`src/rtl/packet_arbiter_pkg.sv`:
```
// Shared definitions for the packet arbiter slice.
//   arb_state_t : arbiter FSM state (ARB_IDLE, ARB_OWN)
//   CNT_W       : width of each per-requester packet counter
package pkg_compilare;

  typedef enum logic {
    ARB_IDLE = 1'b0,
    ARB_OWN  = 1'b1
  } arb_state_t;

  localparam int unsigned CNT_W = 16;

endpackage : pkg_compilare

```
`src/rtl/packet_arbiter_rr_pick.sv`:
```
// Round-robin winner search (purely combinational).
// Picks the first set request at or above i_ptr, wrapping from N_REQ-1 to 0.
// Ports:
//   i_req   : request vector
//   i_ptr   : search start index
//   o_grant : one-hot winner (all zero when no request)
//   o_found : any request present
module rr_pick #(
  parameter int unsigned N_REQ = 4,
  parameter int unsigned PTR_W = 2
) (
  input  logic [N_REQ-1:0] i_req,
  input  logic [PTR_W-1:0] i_ptr,
  output logic [N_REQ-1:0] o_grant,
  output logic             o_found
);

  logic [N_REQ-1:0] w_hi;
  logic [N_REQ-1:0] w_src;
  logic             w_done;

  // Requests at or above the pointer take priority; if there are none,
  // the lowest request overall is next in wrap-around order.
  always_comb begin
    w_hi = '0;
    for (int unsigned i = 0; i < N_REQ; i++) begin
      w_hi[i] = i_req[i] & (PTR_W'(i) >= i_ptr);
    end
    w_src   = (|w_hi) ? w_hi : i_req;
    o_grant = '0;
    w_done  = 1'b0;
    for (int unsigned i = 0; i < N_REQ; i++) begin
      if (w_src[i] && !w_done) begin
        o_grant[i] = 1'b1;
        w_done     = 1'b1;
      end
    end
  end

  assign o_found = |i_req;

endmodule : rr_pick

```
`src/rtl/packet_arbiter.sv`:
```
// Packet arbiter: N_REQ packet sources share one output channel.
// A winner is chosen round-robin while idle and then owns the channel
// until its last beat transfers; the owner's beat path is combinational.
// Ports:
//   clk, rst             : clock, async active-high reset
//   in_valid/data/last   : per-requester beat inputs
//   in_ready             : per-requester accept (owner only, = out_ready)
//   out_valid/data/last  : shared channel beat
//   out_ready            : downstream accept
//   grant                : one-hot owner, zero when idle
//   busy                 : a packet is owned
//   pkt_cnt              : per-requester completed-packet counters, present
//                          only when PACKET_ARBITER_STATS_EN is defined
module packet_arbiter
  import pkg_compilare::*;
#(
  parameter int unsigned N_REQ  = 4,
  parameter int unsigned DATA_W = 8
) (
  input  logic                      clk,
  input  logic                      rst,
  input  logic [N_REQ-1:0]          in_valid,
  input  logic [N_REQ*DATA_W-1:0]   in_data,
  input  logic [N_REQ-1:0]          in_last,
  output logic [N_REQ-1:0]          in_ready,
  output logic                      out_valid,
  output logic [DATA_W-1:0]         out_data,
  output logic                      out_last,
  input  logic                      out_ready,
  output logic [N_REQ-1:0]          grant,
  output logic                      busy
`ifdef PACKET_ARBITER_STATS_EN
  ,
  output logic [N_REQ*CNT_W-1:0]    pkt_cnt
`endif
);

  localparam int unsigned PTR_W = $clog2(N_REQ);

  arb_state_t       r_state;
  arb_state_t       w_state_nxt;
  logic [N_REQ-1:0] r_grant;
  logic [N_REQ-1:0] w_grant_nxt;
  logic [PTR_W-1:0] r_ptr;
  logic [PTR_W-1:0] w_ptr_nxt;
  logic [PTR_W-1:0] w_owner;
  logic [N_REQ-1:0] w_pick_grant;
  logic             w_pick_found;
  logic             w_last_xfer;

  rr_pick #(
    .N_REQ (N_REQ),
    .PTR_W (PTR_W)
  ) u_rr_pick (
    .i_req   (in_valid),
    .i_ptr   (r_ptr),
    .o_grant (w_pick_grant),
    .o_found (w_pick_found)
  );

  // Binary index of the current owner, used to advance the pointer.
  always_comb begin
    w_owner = '0;
    for (int unsigned i = 0; i < N_REQ; i++) begin
      if (r_grant[i]) w_owner = PTR_W'(i);
    end
  end

  // Owner's beat path straight through; everything quiet while idle.
  always_comb begin
    out_valid = 1'b0;
    out_last  = 1'b0;
    out_data  = '0;
    in_ready  = '0;
    if (r_state == ARB_OWN) begin
      out_valid = |(in_valid & r_grant);
      out_last  = |(in_last & r_grant);
      in_ready  = r_grant & {N_REQ{out_ready}};
      for (int unsigned i = 0; i < N_REQ; i++) begin
        if (r_grant[i]) out_data = in_data[i*DATA_W +: DATA_W];
      end
    end
  end

  assign grant       = r_grant;
  assign busy        = (r_state == ARB_OWN);
  assign w_last_xfer = out_valid & out_ready & out_last;

  always_comb begin
    w_state_nxt = r_state;
    w_grant_nxt = r_grant;
    w_ptr_nxt   = r_ptr;
    unique case (r_state)
      ARB_IDLE: begin
        if (w_pick_found) begin
          w_state_nxt = ARB_OWN;
          w_grant_nxt = w_pick_grant;
        end
      end
      ARB_OWN: begin
        if (w_last_xfer) begin
          w_state_nxt = ARB_IDLE;
          w_grant_nxt = '0;
          w_ptr_nxt   = (w_owner == PTR_W'(N_REQ - 1)) ? '0 : w_owner + PTR_W'(1);
        end
      end
    endcase
  end

  always_ff @(posedge clk or posedge rst) begin
    if (rst) begin
      r_state <= ARB_IDLE;
      r_grant <= '0;
      r_ptr   <= '0;
    end else begin
      r_state <= w_state_nxt;
      r_grant <= w_grant_nxt;
      r_ptr   <= w_ptr_nxt;
    end
  end

`ifdef PACKET_ARBITER_STATS_EN
  logic [CNT_W-1:0] r_cnt [N_REQ];

  always_ff @(posedge clk or posedge rst) begin
    if (rst) begin
      for (int unsigned i = 0; i < N_REQ; i++) r_cnt[i] <= '0;
    end else if (w_last_xfer) begin
      for (int unsigned i = 0; i < N_REQ; i++) begin
        if (r_grant[i]) r_cnt[i] <= r_cnt[i] + 1'b1;
      end
    end
  end

  always_comb begin
    pkt_cnt = '0;
    for (int unsigned i = 0; i < N_REQ; i++) begin
      pkt_cnt[i*CNT_W +: CNT_W] = r_cnt[i];
    end
  end
`endif

endmodule : packet_arbiter

```
`config.mk`:
```
export PLATFORM = sky130hd
export DESIGN_NAME = packet_arbiter
export DESIGN_NICKNAME = d
export VERILOG_FILES = /design/src/rtl/packet_arbiter_pkg.sv /design/src/rtl/packet_arbiter_rr_pick.sv /design/src/rtl/packet_arbiter.sv
export SDC_FILE = /design/constraint.sdc
export NUM_CORES = 1
export LEC_CHECK = 0
export CELL_PAD_IN_SITES_DETAIL_PLACEMENT = 0
export CELL_PAD_IN_SITES_GLOBAL_PLACEMENT = 1
export CORE_AREA = 2 2 50 52
export CTS_CLUSTER_SIZE = 12
export DETAILED_ROUTE_END_ITERATION = 6
export DIE_AREA = 0 0 52 54
export DONT_BUFFER_PORTS = 1
export GPL_TIMING_DRIVEN = 0
export PLACE_DENSITY = 0.68
export SLEW_MARGIN = 20
export SYNTH_ARGS = -nofsm -noshare
export SYNTH_HDL_FRONTEND = slang
export SYNTH_SLANG_ARGS = --single-unit
```
`constraint.sdc`:
```
create_clock -name clk -period 1.3 [get_ports clk]
set_input_delay 0.195 -clock clk [delete_from_list [all_inputs] [get_ports clk]]
set_output_delay 0.195 -clock clk [all_outputs]
set_load 0.01 [all_outputs]
```
==> metrics.txt, run 1 <==
# setup viols final 16; Hold Path Class primary input to register; Inserted Clock Buffers 3; via total after detailed routing 792; max_slew headroom 0.785; Starting Density 0.348; Worst Setup End Kind output port; DRT Pass-1 Iters 4; clk slew on worst S/H paths roughly 0.050 ns; GR peak layer met2; CTS Buffer Depth 2; GRT Residual Overflow 0; Arr. time, crit path approximately 1.5 ns; unrepaired setup endpoints after global routing yes; share of layout cells above drive strength 1 0.354; Worst Path Max Fanout 8; Layout Nets about 140; Yosys top cell by area dfrtp_1; Via density 6.14; io pins 62; clk sinks 7; # port buffers 0; Pwr Total 2100 uW; Async S/R FF share, synth 1.00; DPL Wire Length 1690 microns; wire per inst ~17 microns; grt met1 use 0.142; met2 capacity usage during global routing 0.340; maximum clock rate ~0.6 GHz; pin count of the biggest net entering global routing 11; final worst setup slack -0.368 ns; sequential element share of the synthesized area 0.217; met3 Use GR 0.0111; cell total after placement approximately 120; 1st-iter DRT viols 9; GP Congestion about 0.77; Final min period ~1.7 ns; Antenna diodes 0; # fillers roughly 230; core box area 2320 sq um; Mapped Area ~800 sq um; die height ~54 microns; P_leak 0.000418 uW; Layout Skew about 0.0022 ns; vias in the first global route between 700 and 800; die area approximately 2800 sq um; Die X 52 microns; clk root buf clkbuf_4; Mapped Nets ~140; area grow syn2layout 20.1%; Post-synth top cells 12 x a21oi_1, 12 x inv_1, 8 x a221oi_2, 8 x a22o_1, 7 x dfrtp_1; DRT antenna net count 0; outcome finished with violations; multi-input logic area roughly 600 sq um; top cells by area, synth dfrtp_1 22%, a221oi_2 15%, a22o_1 8.7%, a21oi_1 7.4%, inv_1 5.6%; TritonCTS clock tree yes; first-pass GRT wire length roughly 3200 microns; MaxCap Viol Count 0; crit path launch type register; Hold Vio Cnt, Final 0; Worst-Skew Late Latency 0.24 ns; Residual DRC 0; Worst VDD drop 1.23 mV; share of the synthesized area in the top cell type 0.217; initial antenna violation count 0; FF/Latch Area roughly 180 sq um; ys flop type dfrtp_1; Max H-tree Level 1; Yosys reg bits 7; count of different cell masters after synthesis 28; critical path class register to output port; Syn Inst Count a little over 90; failing checks negative setup slack; pwr dens between 2000 and 2500 nW/um^2; Syn. warnings 0; Final Max Tran Viols 0; Period Utilization, post-route 1.28; Finished Layout Cells between 100 and 150; hold slack final about 0.20 ns; Least-Margin Pin Slew approximately 0.32 ns; Worst EP required 1.11 ns; gr usage total 0.153; synthesized area per cell 8.79 sq um; EDFF count, synth 0; Rows 18; WL final ~2200 microns
repair_timing:
item	CTS	global route
hold buffers	1	0
setup endpoints to repair	19	20
hold endpoints to repair	7	0
buffers inserted	4	0
gates resized for setup	17	2
pin swaps	7	2
per-stage QoR:
step | util | setup slack, ns | area [sq um] | TNS [ns]
after floorplan | - | -0.117 | 821 | -0.741
after global placement | 0.370 | -0.204 | 858 | -1.93
after detailed placement | 0.370 | -0.222 | 858 | -2.06
after CTS | 0.416 | -0.389 | 965 | -3.73
after global routing | 0.419 | -0.465 | 971 | -4.49
final | 0.419 | -0.368 | 971 | -3.43
cell type report:
cell class	instances	area share
Inverter	12	0.0464
Sequential cell	7	0.187
Tap cell	30	0.0387
Buffer	5	0.0515
Multi-Input combinational cell	66	0.602
Clock buffer	4	0.0271
Timing Repair Buffer	5	0.0477
report_power, final:
group	total (uW)	internal, uW	switching, uW	leakage, uW
sequential	506	314	191	0.0000799
combinational	1410	683	724	0.000323
clock	190	117	72.9	0.0000150
final timing paths:
path / slack (ns) / end / depth (start not counted) / start
setup reg to reg: -0.10 / r_ptr[0] / 4 / grant[3]
setup / recovery: -0.37 / out_data[2] / 4 / grant[1]
min in group asynchronous: 0.32 / grant[0] / 2 / rst
hold reg to reg: 0.56 / r_ptr[0] / 1 / r_ptr[0]
hold / removal: 0.20 / busy / 2 / out_ready
max in group asynchronous: 0.75 / grant[3] / 2 / rst
cell usage in the layout (no fill, tap or decap), types with 2 or more instances in the layout:
cell and instances:
nand2_1 2, a221oi_2 8, buf_4 2, dfrtp_1 2, a22o_1 8, and3_4 3
and2_4 2, and2_1 2, buf_2 2, nor2b_1 3, a21o_1 2, a31o_1 4
nor2_1 2, clkbuf_4 3, inv_1 12, buf_6 2, dfrtp_2 5, a22oi_1 3
a21oi_1 12, nor4b_2 2
per-layer routing:
layer  vias to the layer above  wire [microns]
li1                        370               -
met1                       381             804
met2                        39            1290
met3                         2             112
met4                         0              12
met5                         -               0
logic make-up after synthesis:
group | count (synthesis) | synth area share
flops | 7 | 0.217
buf+inv | 19 | 0.101
compound gates | 44 | 0.466
mux | 2 | 0.0263
simple gates | 20 | 0.190
worst max-delay path, cell delays in order, from the launching register on:
cell	delay [ns]
dfrtp_2	0.49
nor2b_4	0.31
a221oi_2	0.09
a21oi_1	0.14
a22o_1	0.20
flip-flops by register name, summed over array words and instances (netlist names):
name   count
busy       1
grant      4
r_ptr      2
No activity file was read; power rests on OpenSTA's default activity.
==> inputs of run 2 (changes only) <==
--- a/config.mk
+++ b/config.mk
@@ -14,6 +14,7 @@
 export DONT_BUFFER_PORTS = 1
 export GPL_TIMING_DRIVEN = 0
 export PLACE_DENSITY = 0.68
+export RECOVER_POWER = 100
 export SLEW_MARGIN = 20
 export SYNTH_ARGS = -nofsm -noshare
 export SYNTH_HDL_FRONTEND = slang
==> run 2 against run 1 <==
The run still ends with negative setup slack left. Sequential power barely moved. Global-route usage did not move. Clock skew barely moved. Setup slack did not move. Power fell by 0.11%. Combinational power barely moved.
==> metrics.txt, run 2 (synthesized netlist as in run 1, its figures left out) <==
hold path startpoint out_ready; TritonCTS clock tree yes; gr usage total 0.153; Worst VDD drop roughly 1.2 mV; failing checks negative setup slack; clk root buf clkbuf_4; Die X roughly 52 microns; Arr. time, crit path approximately 1.5 ns; Antenna diodes 0; unrepaired setup endpoints after global routing yes; WL final 2210 microns; Inserted Clock Buffers 3; hold endpoint busy; design area between 900 and 1000 sq um; Final Max Tran Viols 0; Reg2Reg Depth 4; CTS Buffer Depth 2; io pins 62; # port buffers 0; Core Util, Final 0.418; 1st-iter DRT viols 9; Starting Density 0.348; initial antenna violation count 0; CP peak stage delay between 0.4 and 0.5 ns; slowest stage cell, crit path dfrtp_2; max_slew headroom 0.773; Hold Vio Cnt, Final 0; via total after detailed routing between 700 and 800; Crit Reg-Reg Endpoint r_ptr[0]; Worst EP required 1.11 ns; final worst setup slack -0.368 ns; die height roughly 54 microns; Pwr Total 2100 uW; Worst Path Max Fanout 8; clk slew on worst S/H paths 0.05 ns; Placed Instance Area 858 sq um; Worst-Skew Late Latency ~0.24 ns; share of layout cells above drive strength 1 0.343; core box area roughly 2300 sq um; hold path depth 2; Final min period roughly 1.7 ns; Residual DRC 0; critical path's top delay family flip-flops; vias in the first global route approximately 720; Rows 18; cells along the critical path nor2b_4 > a221oi_2 > a21oi_1 > a22o_1; Layout Skew approximately 0.0022 ns; GP Congestion a little under 0.8; crit path launch type register; Layout Nets about 140; Largest register FFs 4; # setup viols final 17; area grow syn2layout 20.0%; P_leak 0.000419 uW; Via density roughly 6; first-pass GRT wire length between 3000 and 4000 microns; wire per inst roughly 17 microns; Hold Path Class primary input to register; die area between 2000 and 3000 sq um; Period Utilization, post-route 1.28; Worst Setup End Kind output port; clk sinks 7; Least-Margin Pin Slew between 0.3 and 0.4 ns; pin count of the biggest net entering global routing 11; DRT antenna net count 0; most frequent cells in the layout 12 x inv_1, 12 x a21oi_1, 8 x a221oi_2, 8 x a22o_1; GRT Residual Overflow 0; flop2flop setup slack -0.15 ns; pre-CTS WS -0.222 ns; Buf/Inv on CP 0; Max H-tree Level 1; DRT Pass-1 Iters 4; Reg-to-Reg Start grant[3]; outcome finished with violations; maximum clock rate between 0.5 and 0.6 GHz; MaxCap Viol Count 0; pwr dens 2170 nW/um^2; # fillers 230; critical path class register to output port; DPL Wire Length around 1700 microns
-- run 2: cell count changes in the layout (fill, tap and decap cells not counted) --
cell / change
dfrtp_1: +1
dfrtp_2: -1
-- run 2: report_power, final --
group	switching [uW]	total (uW)	internal [uW]
sequential	191	504	312
clock	72.9	190	117
combinational	724	1410	683
-- run 2: how the worst max path moves through the flow --
stage                         from          end  cells past startpoint  slack [ns]
after CTS                 grant[1]  out_data[2]                      4       -0.39
after detailed placement  grant[0]  out_data[1]                      5       -0.22
final                     grant[1]  out_data[2]                      4       -0.37
after floorplan           grant[0]  out_data[1]                      5       -0.12
after global placement    grant[0]  out_data[1]                      5       -0.20
after global routing      grant[1]  out_data[1]                      4       -0.47
-- run 2: area by class of cell --
type | instances | area, sq um | share of cell area
plain buffers | 5 | 50.0 | 0.0516
clock buffers | 4 | 26.3 | 0.0271
inverters | 12 | 45.0 | 0.0465
multi-input cells | 66 | 584 | 0.603
flip-flops and latches | 7 | 180 | 0.186
well taps | 30 | 37.5 | 0.0387
repair buffers | 5 | 46.3 | 0.0477
-- run 2: repair_timing --
| item | 4_1_cts | 5_1_grt |
|---|---|---|
| buffers inserted | 4 | 0 |
| endpoints found under the setup margin | 19 | 20 |
| hold buffers | 1 | 0 |
| pin swaps | 7 | 2 |
| hold endpoints to repair | 7 | 0 |
| resized for setup | 17 | 2 |
-- run 2: routing by layer --
metal | part of all wire | vias up | track usage | routed length, microns
met3 | 0.051 | 2 | 0.0111 | 112
met2 | 0.58 | 39 | 0.340 | 1290
li1 | - | 370 | - | -
met1 | 0.36 | 381 | 0.142 | 804
met4 | 0.0054 | 0 | 0.0526 | 12
met5 | 0 | - | 0 | 0
-- run 2: through the flow --
stage	std cells	hold slack, ns	setup TNS (ns)
5_1_grt	129	0.194	-5.07
2_1_floorplan	92	-0.00174	-0.741
3_5_place_dp	122	0.0364	-2.06
6_report	129	0.198	-3.92
3_3_place_gp	122	0.0251	-1.93
4_1_cts	129	0.187	-3.73
==> inputs of run 3 (changes only) <==
--- a/config.mk
+++ b/config.mk
@@ -7,13 +7,12 @@
 export LEC_CHECK = 0
 export CELL_PAD_IN_SITES_DETAIL_PLACEMENT = 0
 export CELL_PAD_IN_SITES_GLOBAL_PLACEMENT = 1
-export CORE_AREA = 2 2 50 52
-export CTS_CLUSTER_SIZE = 12
+export CORE_AREA = 2 2 46 48
 export DETAILED_ROUTE_END_ITERATION = 6
-export DIE_AREA = 0 0 52 54
+export DIE_AREA = 0 0 48 50
 export DONT_BUFFER_PORTS = 1
 export GPL_TIMING_DRIVEN = 0
-export PLACE_DENSITY = 0.68
+export PLACE_DENSITY = 0.76
 export RECOVER_POWER = 100
 export SLEW_MARGIN = 20
 export SYNTH_ARGS = -nofsm -noshare
==> constraint.sdc (replaced) <==
create_clock -name clk -period 2 [get_ports clk]
set_input_delay 0.3 -clock clk [delete_from_list [all_inputs] [get_ports clk]]
set_output_delay 0.3 -clock clk [all_outputs]
set_load 0.01 [all_outputs]
==> run 3 against run 2 <==
The run now ends clean. Clock skew about the same. Cell area decreased by 11%. Combinational power is 44% lower. Clock power decreased by 38%. Setup slack gained 0.51 ns. Largest cell class unchanged.
==> metrics.txt, run 3 (synthesized netlist as in run 1, its figures left out) <==
core box area 1900 sq um; gr usage total 0.184; Worst Path Max Fanout 8; Finished Layout Cells 124; Rows 16; Layout Nets ~140; maximum clock rate 0.537 GHz; WL final between 2000 and 2500 microns; slowest stage cell, crit path dfrtp_2; max_slew headroom 0.666; Max H-tree Level 1; outcome finished, final reports clean; critical path class register to output port; Arr. time, crit path between 1.5 and 2 ns; Via density about 6.3; Core Util, Final 0.455; Placed Instance Area roughly 840 sq um; pin count of the biggest net entering global routing 11; Antenna diodes 0; Critical Path Stages 5; pwr dens approximately 1400 nW/um^2; CTS Buffer Depth 2; die height around 50 microns; clk slew on worst S/H paths 0.05 ns; GP Congestion about 0.84; # setup viols final 0; Buf/Inv on CP 1; most frequent cells in the layout 12 x inv_1, 12 x a21oi_1, 8 x a221oi_2, 8 x a22o_1, 5 x dfrtp_1; Starting Density 0.425; Residual DRC 0; Worst Setup End Kind output port; Int Pwr between 600 and 700 uW; share of layout cells above drive strength 1 0.196; Final Max Tran Viols 0; Sw Pwr 602 uW; clk root buf clkbuf_4; DPL Wire Length around 1700 microns; Reg2Reg Depth 4; 1st-iter DRT viols 8; post-CTS setup buffer count 0; design area ~870 sq um; cells along the critical path nor2b_1 > buf_6 > a221oi_2 > a21oi_1 > a22o_1; Worst EP required 1.70 ns; crit path launch type register; TritonCTS clock tree yes; cell total after placement 119; flop2flop setup slack about 0.36 ns; hold slack final around 0.37 ns; wire per inst about 17 microns; DRT Pass-1 Iters 4; Period Utilization, post-route 0.930; Gate power share 0.649; initial antenna violation count 0; io pins just over 60; Layout Skew 0.00174 ns; setup TNS 0 ns; area grow syn2layout 7.12%; Worst-Skew Late Latency 0.24 ns; critical path's top delay family compound AO/OA/AOI/OAI gates; DRT antenna net count 0; via total after detailed routing just under 800; sw frac 0.491; CP peak stage delay approximately 0.46 ns; GRT Residual Overflow 0; Inserted Clock Buffers 3; vias in the first global route approximately 750; Hold Path Class primary input to register; first-pass GRT wire length between 3000 and 4000 microns; clk sinks 7; Hold Vio Cnt, Final 0; Setup crit end out_data[1]; # port buffers 0; MaxCap Viol Count 0; die area between 2000 and 2500 sq um; clock power share 0.096; unrepaired setup endpoints after global routing no; P_leak between 0.0003 and 0.0004 uW; worst setup path start grant[0]; Reg power frac 0.255; Final min period 1.86 ns; Die X between 40 and 50 microns; Least-Margin Pin Slew around 0.50 ns; Crit Reg-Reg Endpoint r_ptr[0]; Largest register FFs 4; Worst VDD drop roughly 0.68 mV; Reg-to-Reg Start grant[3]
## run 3: cell type report
cell class / count / area (sq um)
plain buffers: 7 / 36.3
clock buffers: 4 / 26.3
fillers: 182 / 1040
inverters: 12 / 45.0
multi-input cells: 66 / 537
flip-flops and latches: 7 / 178
well taps: 27 / 33.8
repair buffers: 1 / 10.0
## run 3: worst min path at each step
stage	start	to	slack [ns]	cells after the start
final	in_valid[1]	grant[1]	0.37	2
after global routing	in_valid[1]	grant[1]	0.38	2
after CTS	out_ready	r_ptr[1]	0.30	2
after detailed placement	rst	r_ptr[1]	0.13	1
after global placement	rst	r_ptr[0]	0.13	1
after floorplan	rst	busy	0.10	1
## run 3: repair_timing
item / 4_1_cts / 5_1_grt
hold buffers: 1 / 0
resized for setup: 0 / 2
hold endpoints to repair: 7 / 0
endpoints found under the setup margin: 0 / 1
## run 3: power by group through the flow
stage	sequential (uW)	combinational [uW]	clock, uW
2_1_floorplan	282	702	0
3_3_place_gp	312	794	0
3_5_place_dp	314	813	0
4_1_cts	313	815	126
5_1_grt	323	892	138
6_report	312	796	118
## run 3: stage by stage
step	power, uW	setup slack [ns]
floorplan	984	0.457
global placement	1110	0.380
detailed placement	1130	0.340
CTS	1250	0.0723
global route	1350	0.0270
finish	1230	0.139
## run 3: layer usage
metal | global-route usage | vias to the layer above | share of wire
met4 | 0.0586 | 0 | 0
met5 | 0 | - | 0
met1 | 0.198 | 371 | 0.38
li1 | - | 364 | -
met2 | 0.336 | 41 | 0.54
met3 | 0.0366 | 0 | 0.076
